===== src/rtl/regbus_rr_arbiter.sv =====
// Round-robin arbiter that multiplexes several register-bus requesters onto
// one shared target, with an optional BUSY timeout that aborts a stalled
// transfer by returning an error response to the granted requester.

package regbus_pkg;

  typedef struct packed {
    logic        valid;
    logic [47:0] addr;
    logic        write;
    logic [31:0] wdata;
    logic [3:0]  wstrb;
  } reg_a48_d32_req_t;

  typedef struct packed {
    logic        ready;
    logic [31:0] rdata;
    logic        error;
  } reg_a48_d32_rsp_t;

endpackage

module regbus_rr_arbiter #(
  parameter int unsigned NumReq        = 4,
  parameter int unsigned TimeoutCycles = 256,
  parameter type         req_t         = regbus_pkg::reg_a48_d32_req_t,
  parameter type         rsp_t         = regbus_pkg::reg_a48_d32_rsp_t
) (
  input  logic                      clk_i,
  input  logic                      rst_ni,
  input  req_t                      req_i [NumReq],
  output rsp_t                      rsp_o [NumReq],
  output req_t                      req_o,
  input  rsp_t                      rsp_i,
  output logic                      busy_o,
  output logic [$clog2(NumReq)-1:0] gnt_idx_o,
  output logic                      timeout_o
);

  localparam int unsigned IdxW = $clog2(NumReq);
  localparam int unsigned CntW = (TimeoutCycles > 0) ? $clog2(TimeoutCycles + 1) : 1;
  localparam logic [CntW-1:0] CntMax = CntW'(TimeoutCycles);
  localparam logic [CntW-1:0] CntThr = CntW'(TimeoutCycles - 1);

  typedef enum logic [1:0] {
    IDLE,
    BUSY,
    ABORT
  } state_e;

  state_e            state_q, state_d;
  logic [IdxW-1:0]   sel_q, sel_d;
  logic [IdxW-1:0]   rr_ptr_q, rr_ptr_d;
  logic [CntW-1:0]   cnt_q, cnt_d;

  logic              found;
  logic [IdxW-1:0]   pick;
  logic [IdxW-1:0]   sel_inc;
  rsp_t              abort_rsp;

  // Rotating priority search: first valid requester at or after rr_ptr_q.
  always_comb begin
    found = 1'b0;
    pick  = '0;
    for (int unsigned i = 0; i < NumReq; i++) begin
      logic [IdxW-1:0] cand;
      cand = IdxW'((32'(rr_ptr_q) + i) % NumReq);
      if (!found && req_i[cand].valid) begin
        found = 1'b1;
        pick  = cand;
      end
    end
  end

  assign sel_inc = IdxW'((32'(sel_q) + 1) % NumReq);

  // Error response returned to the granted requester when a transfer is aborted.
  always_comb begin
    abort_rsp       = '0;
    abort_rsp.ready = 1'b1;
    abort_rsp.error = 1'b1;
  end

  // State, grant, rotation pointer and timeout counter registers.
  always_ff @(posedge clk_i or negedge rst_ni) begin
    if (!rst_ni) begin
      state_q  <= IDLE;
      sel_q    <= '0;
      rr_ptr_q <= '0;
      cnt_q    <= '0;
    end else begin
      state_q  <= state_d;
      sel_q    <= sel_d;
      rr_ptr_q <= rr_ptr_d;
      cnt_q    <= cnt_d;
    end
  end

  // Next-state logic; a dropped valid is treated like a completion without
  // error, and completion takes precedence over the timeout threshold.
  always_comb begin
    state_d  = state_q;
    sel_d    = sel_q;
    rr_ptr_d = rr_ptr_q;
    cnt_d    = cnt_q;
    case (state_q)
      IDLE: begin
        if (found) begin
          sel_d   = pick;
          cnt_d   = '0;
          state_d = BUSY;
        end
      end
      BUSY: begin
        if (!req_i[sel_q].valid || rsp_i.ready) begin
          rr_ptr_d = sel_inc;
          state_d  = IDLE;
        end else begin
          cnt_d = (cnt_q == CntMax) ? cnt_q : cnt_q + CntW'(1);
          if ((TimeoutCycles > 0) && (cnt_q == CntThr)) begin
            state_d = ABORT;
          end
        end
      end
      ABORT: begin
        rr_ptr_d = sel_inc;
        state_d  = IDLE;
      end
      default: state_d = IDLE;
    endcase
  end

  // Output steering: only the granted requester sees the target, all others see zero.
  always_comb begin
    req_o     = '0;
    timeout_o = 1'b0;
    busy_o    = (state_q != IDLE);
    for (int unsigned i = 0; i < NumReq; i++) begin
      rsp_o[i] = '0;
    end
    case (state_q)
      BUSY: begin
        req_o        = req_i[sel_q];
        rsp_o[sel_q] = rsp_i;
      end
      ABORT: begin
        rsp_o[sel_q] = abort_rsp;
        timeout_o    = 1'b1;
      end
      default: ;
    endcase
  end

  assign gnt_idx_o = sel_q;

endmodule


===== config.mk =====
export PLATFORM = sky130hd
export DESIGN_NAME = regbus_rr_arbiter
export DESIGN_NICKNAME = d
export VERILOG_FILES = /design/src/rtl/regbus_rr_arbiter.sv
export SDC_FILE = /design/constraint.sdc
export NUM_CORES = 1
export LEC_CHECK = 0
export ABC_AREA = 1
export ABC_CLOCK_PERIOD_IN_PS = 2200
export BUFFER_PORTS_ARGS = -buffer_cell sky130_fd_sc_hd__buf_2
export CORE_AREA = 2 2 233 235
export CTS_BUF_LIST = sky130_fd_sc_hd__clkbuf_8
export CTS_CLUSTER_DIAMETER = 80
export CTS_CLUSTER_SIZE = 8
export DETAILED_ROUTE_END_ITERATION = 10
export DIE_AREA = 0 0 235 237
export GPL_TIMING_DRIVEN = 0
export PLACE_DENSITY = 0.33
export SYNTH_ARGS = -nofsm -noshare
export SYNTH_HDL_FRONTEND = slang
export SYNTH_SLANG_ARGS = --single-unit
export TNS_END_PERCENT = 5

===== constraint.sdc =====
create_clock -name clk_i -period 2.2 [get_ports clk_i]
set_clock_uncertainty 0.2 [all_clocks]
set_input_delay 0.11 -clock clk_i [delete_from_list [all_inputs] [get_ports clk_i]]
set_output_delay 0.11 -clock clk_i [all_outputs]
set_load 0.01 [all_outputs]

==> metrics.md <==
| Metric | Value |
|---|---|
| Die height | `237 um` |
| Post-synth EDFFs | `0` |
| Final min period | `~2.2 ns` |
| Synthesized area | `4863 sq um` |
| Power, Total | `between 10 and 15 mW` |
| Starting Density | `0.09128` |
| Clock power frac | `0.018` |
| Post-Route WL | `roughly 43,000 um` |
| Clk Latency, worst-skew pair | `0.26 ns` |
| Yosys reg bits | `15` |
| F_max | `0.4551 GHz` |
| Inserted Clock Buffers | `3` |
| Final Cycle Share | `0.9988` |
| Crit path depth | `8` |
| Die X | `235 um` |
| Placer Congestion | `0.9231` |
| Crit Path Max Fanout | `7` |
| Pwr dens | `~1200 nW/um^2` |
| Post-layout util | `0.1910` |
| Post-synth net total | `about 1,400` |
| Post-synth top flop | `dfrtp_1` |
| Internal Pwr Total | `~5.2 mW` |
| DR vias | `between 9,000 and 10,000` |
| DRT Pass-1 Iters | `5` |
| Core Area | `53,280 sq um` |
| Max-cap violations | `0` |
| Buffers on Ports | `a little over 600` |
| Crit. Startpoint | `gnt_idx_o[0]$_DFFE_PN0P_` |
| Worst path required time | `1.89 ns` |
| Clk sinks | `15` |
| WL/cell | `18.04 um` |
| Layout cells sized above 1 | `0.4908` |
| Critical Path Sink Type | `primary output` |
| Worst-Margin Slew | `0.5304 ns` |
| I/O pins | `606` |
| DRT iter0 DRCs | `425` |
| Area Growth Syn to Fin | `109.3%` |
| Async S/R FF share, synth | `1.000` |
| CP Launch Type | `register` |
| Reg-to-Reg Start | `gnt_idx_o[0]$_DFFE_PN0P_` |
| Slowest cell on the critical path | `dfrtp_2` |
| Crit path kind | `register to primary output` |
| Clock transition at the registers of the reported paths | `about 0.070 ns` |
| CP Buf/Inv Count | `4` |
| CP most frequent cell | `nor2_2` |
| Max stage delay on crit path | `0.48 ns` |
| Yosys cell types | `30` |
| Final Hold Viols | `0` |
| Antenna violations before repair | `7` |
| RSZ-0062 raised after global routing | `true` |
| Row cnt | `85` |
| Warnings from Yosys | `0` |
| Psw | `7.477 mW` |
| Sequential share of the synthesized area | `0.07718` |
| Residual DRC | `0` |
| Via-per-instance ratio | `3.948` |
| DP HPWL | `36,120 um` |
| Post-route ant nets | `0` |
| CP Cell Sequence | `buf_12, clkbuf_16, buf_8, nor2_2, nor2_2, o21ai_2, a21oi_4, buf_6` |
| Status | `finished, final reports clean` |
| Max-slew violations | `0` |
| DIE AREA | `around 56,000 sq um` |
| Synth Area per Inst | `approximately 4.7 sq um` |
| Grt ovf | `0` |
| Comb pwr share | `0.945` |
| CTS tree | `built` |
| Largest net degree at the start of global routing | `16` |
| Leakage | `around 5.3 nW` |
| Flop pwr share | `0.037` |
| CTS root buffer | `clkbuf_8` |
| Max rail drop VDD | `between 0.3 and 0.4 mV` |
| Critical path arrival | `about 1.9 ns` |
| Clock Path Buffers | `2` |
| Hold WC Path Type | `input port to asynchronous set/reset pin` |
| Crit path max-delay family | `buffers and inverters` |
| H-Tree Depth | `1` |
| Syn Inst Count | `1,045` |
| First-pass GRT wire length | `60,060 um` |
| R2R depth | `9` |
| Vias in the first global route | `just over 9,000` |
| # nets final | `2,074` |
| Relative slew slack | `0.6464` |
| Total GRT Usage | `0.1411` |
| # setup viols final | `0` |
| Switch share | `0.5892` |
[per-stage QoR]
stage	setup WS, ns	cell area (sq um)	cells	TNS [ns]	hold slack [ns]
final	0.002683	10180	2383	0	0.1091
after global routing	-0.08508	10170	2381	-2.916	0.1638
after CTS	-0.1415	9619	2366	-2.075	0.1484
after detailed placement	-1.435	8762	2346	-168.93	-0.1423
after global placement	-1.390	8762	2346	-175.89	-0.1443
after floorplan	0.1352	4863	1045	0	-0.3856
[metal layers]
layer	routed length, um	share of wire	vias up	GRT usage
li1	-	-	4646	-
met1	18070	0.42	4322	0.1748
met2	21480	0.50	399	0.2586
met3	2770	0.064	38	0.02495
met4	663	0.015	4	0.01899
met5	16	0.00037	-	0
[placed cells by master (no fill, tap or decap), types with 11 or more instances in the layout]
master     Yosys  layout
a21oi_1       89      71
nand2_2        4      11
buf_8          0      11
a21oi_2        0      14
dfrtp_1       15      13
nand2_1      106      96
buf_2         22     602
clkbuf_8       0      15
o21ai_0      174     138
nand3_1       20      20
buf_4          1      30
clkbuf_2       0      17
nor2_2         0      42
clkbuf_16      0      11
o21ai_1        2      30
nor2_1       479     432
buf_6          2      16
inv_1         27      27
[layout make-up]
type                    count  area [sq um]
fillers                  6355         43100
multi-input cells         912          4384
repair buffers            635          3387
plain buffers              84         962.2
well taps                 696         870.8
flip-flops and latches     15         377.9
inverters                  33         141.4
clock buffers               3         41.29
diodes                      4         10.01
clock inverters             1         3.754
[flip-flops by register name, indices dropped and copies added (netlist names)]
| name | cells |
|---|---|
| cnt_q | 9 |
| gnt_idx_o | 2 |
| rr_ptr_q | 2 |
| state_q | 2 |
[what timing repair did]
| action | in CTS | in global routing |
|---|---|---|
| setup endpoints to repair | 235 | 215 |
| hold buffers | 1 | 0 |
| gates resized for setup | 207 | 162 |
| pin swaps | 3 | 35 |
| gates cloned | 1 | 4 |
| hold endpoints to repair | 15 | 0 |
| setup buffers | 15 | 9 |
[synthesized netlist by cell type (2+ instances only)]
| library cell | number | share of area |
|---|---|---|
| nand2_1 | 106 | 0.082 |
| a21oi_1 | 89 | 0.092 |
| ha_1 | 10 | 0.026 |
| dfrtp_1 | 15 | 0.077 |
| clkbuf_1 | 51 | 0.039 |
| inv_1 | 27 | 0.021 |
| nand3_1 | 20 | 0.021 |
| o21ai_0 | 174 | 0.18 |
| inv_2 | 5 | 0.0039 |
| nor3b_1 | 3 | 0.0046 |
| o21ai_1 | 2 | 0.0021 |
| xor2_1 | 3 | 0.0054 |
| buf_6 | 2 | 0.0046 |
| o21ai_2 | 2 | 0.0036 |
| nand2_2 | 4 | 0.0051 |
| nor3_1 | 9 | 0.0093 |
| buf_1 | 9 | 0.0069 |
| buf_2 | 22 | 0.023 |
| nor2_1 | 479 | 0.37 |
| o211ai_1 | 2 | 0.0031 |
| nand4_1 | 2 | 0.0026 |
[power by group through the flow]
stage | Sequential, mW | Combinational [mW] | Clock [mW]
3_5_place_dp | 0.474 | 9.66 | 0
6_report | 0.464 | 12.0 | 0.234
5_1_grt | 0.479 | 13.1 | 0.257
2_1_floorplan | 0.441 | 5.43 | 0
4_1_cts | 0.462 | 11.2 | 0.245
3_3_place_gp | 0.473 | 9.73 | 0
[logic make-up after synthesis]
| logic type | after synthesis | synth area share |
|---|---|---|
| AOI/OAI and AO/OA | 272 | 0.2856 |
| xor gates and xnor gates | 4 | 0.007205 |
| adders and majority gates | 10 | 0.02573 |
| buffers and inverters | 118 | 0.1006 |
| DFF | 15 | 0.07718 |
| and+or+nand+nor | 626 | 0.5037 |
[worst paths after layout]
kind	endpoint	slack, ns
max	req_o[40]	0.003
min	state_q[1]$_DFFE_PN0P_	0.11
max reg2reg	cnt_q[4]$_DFFE_PN0P_	0.19
min reg2reg	cnt_q[8]$_DFFE_PN0P_	0.30
max in group asynchronous	gnt_idx_o[0]$_DFFE_PN0P_	1.41
min in group clk_i	state_q[1]$_DFFE_PN0P_	0.17
(Power assumes the default switching activity.)
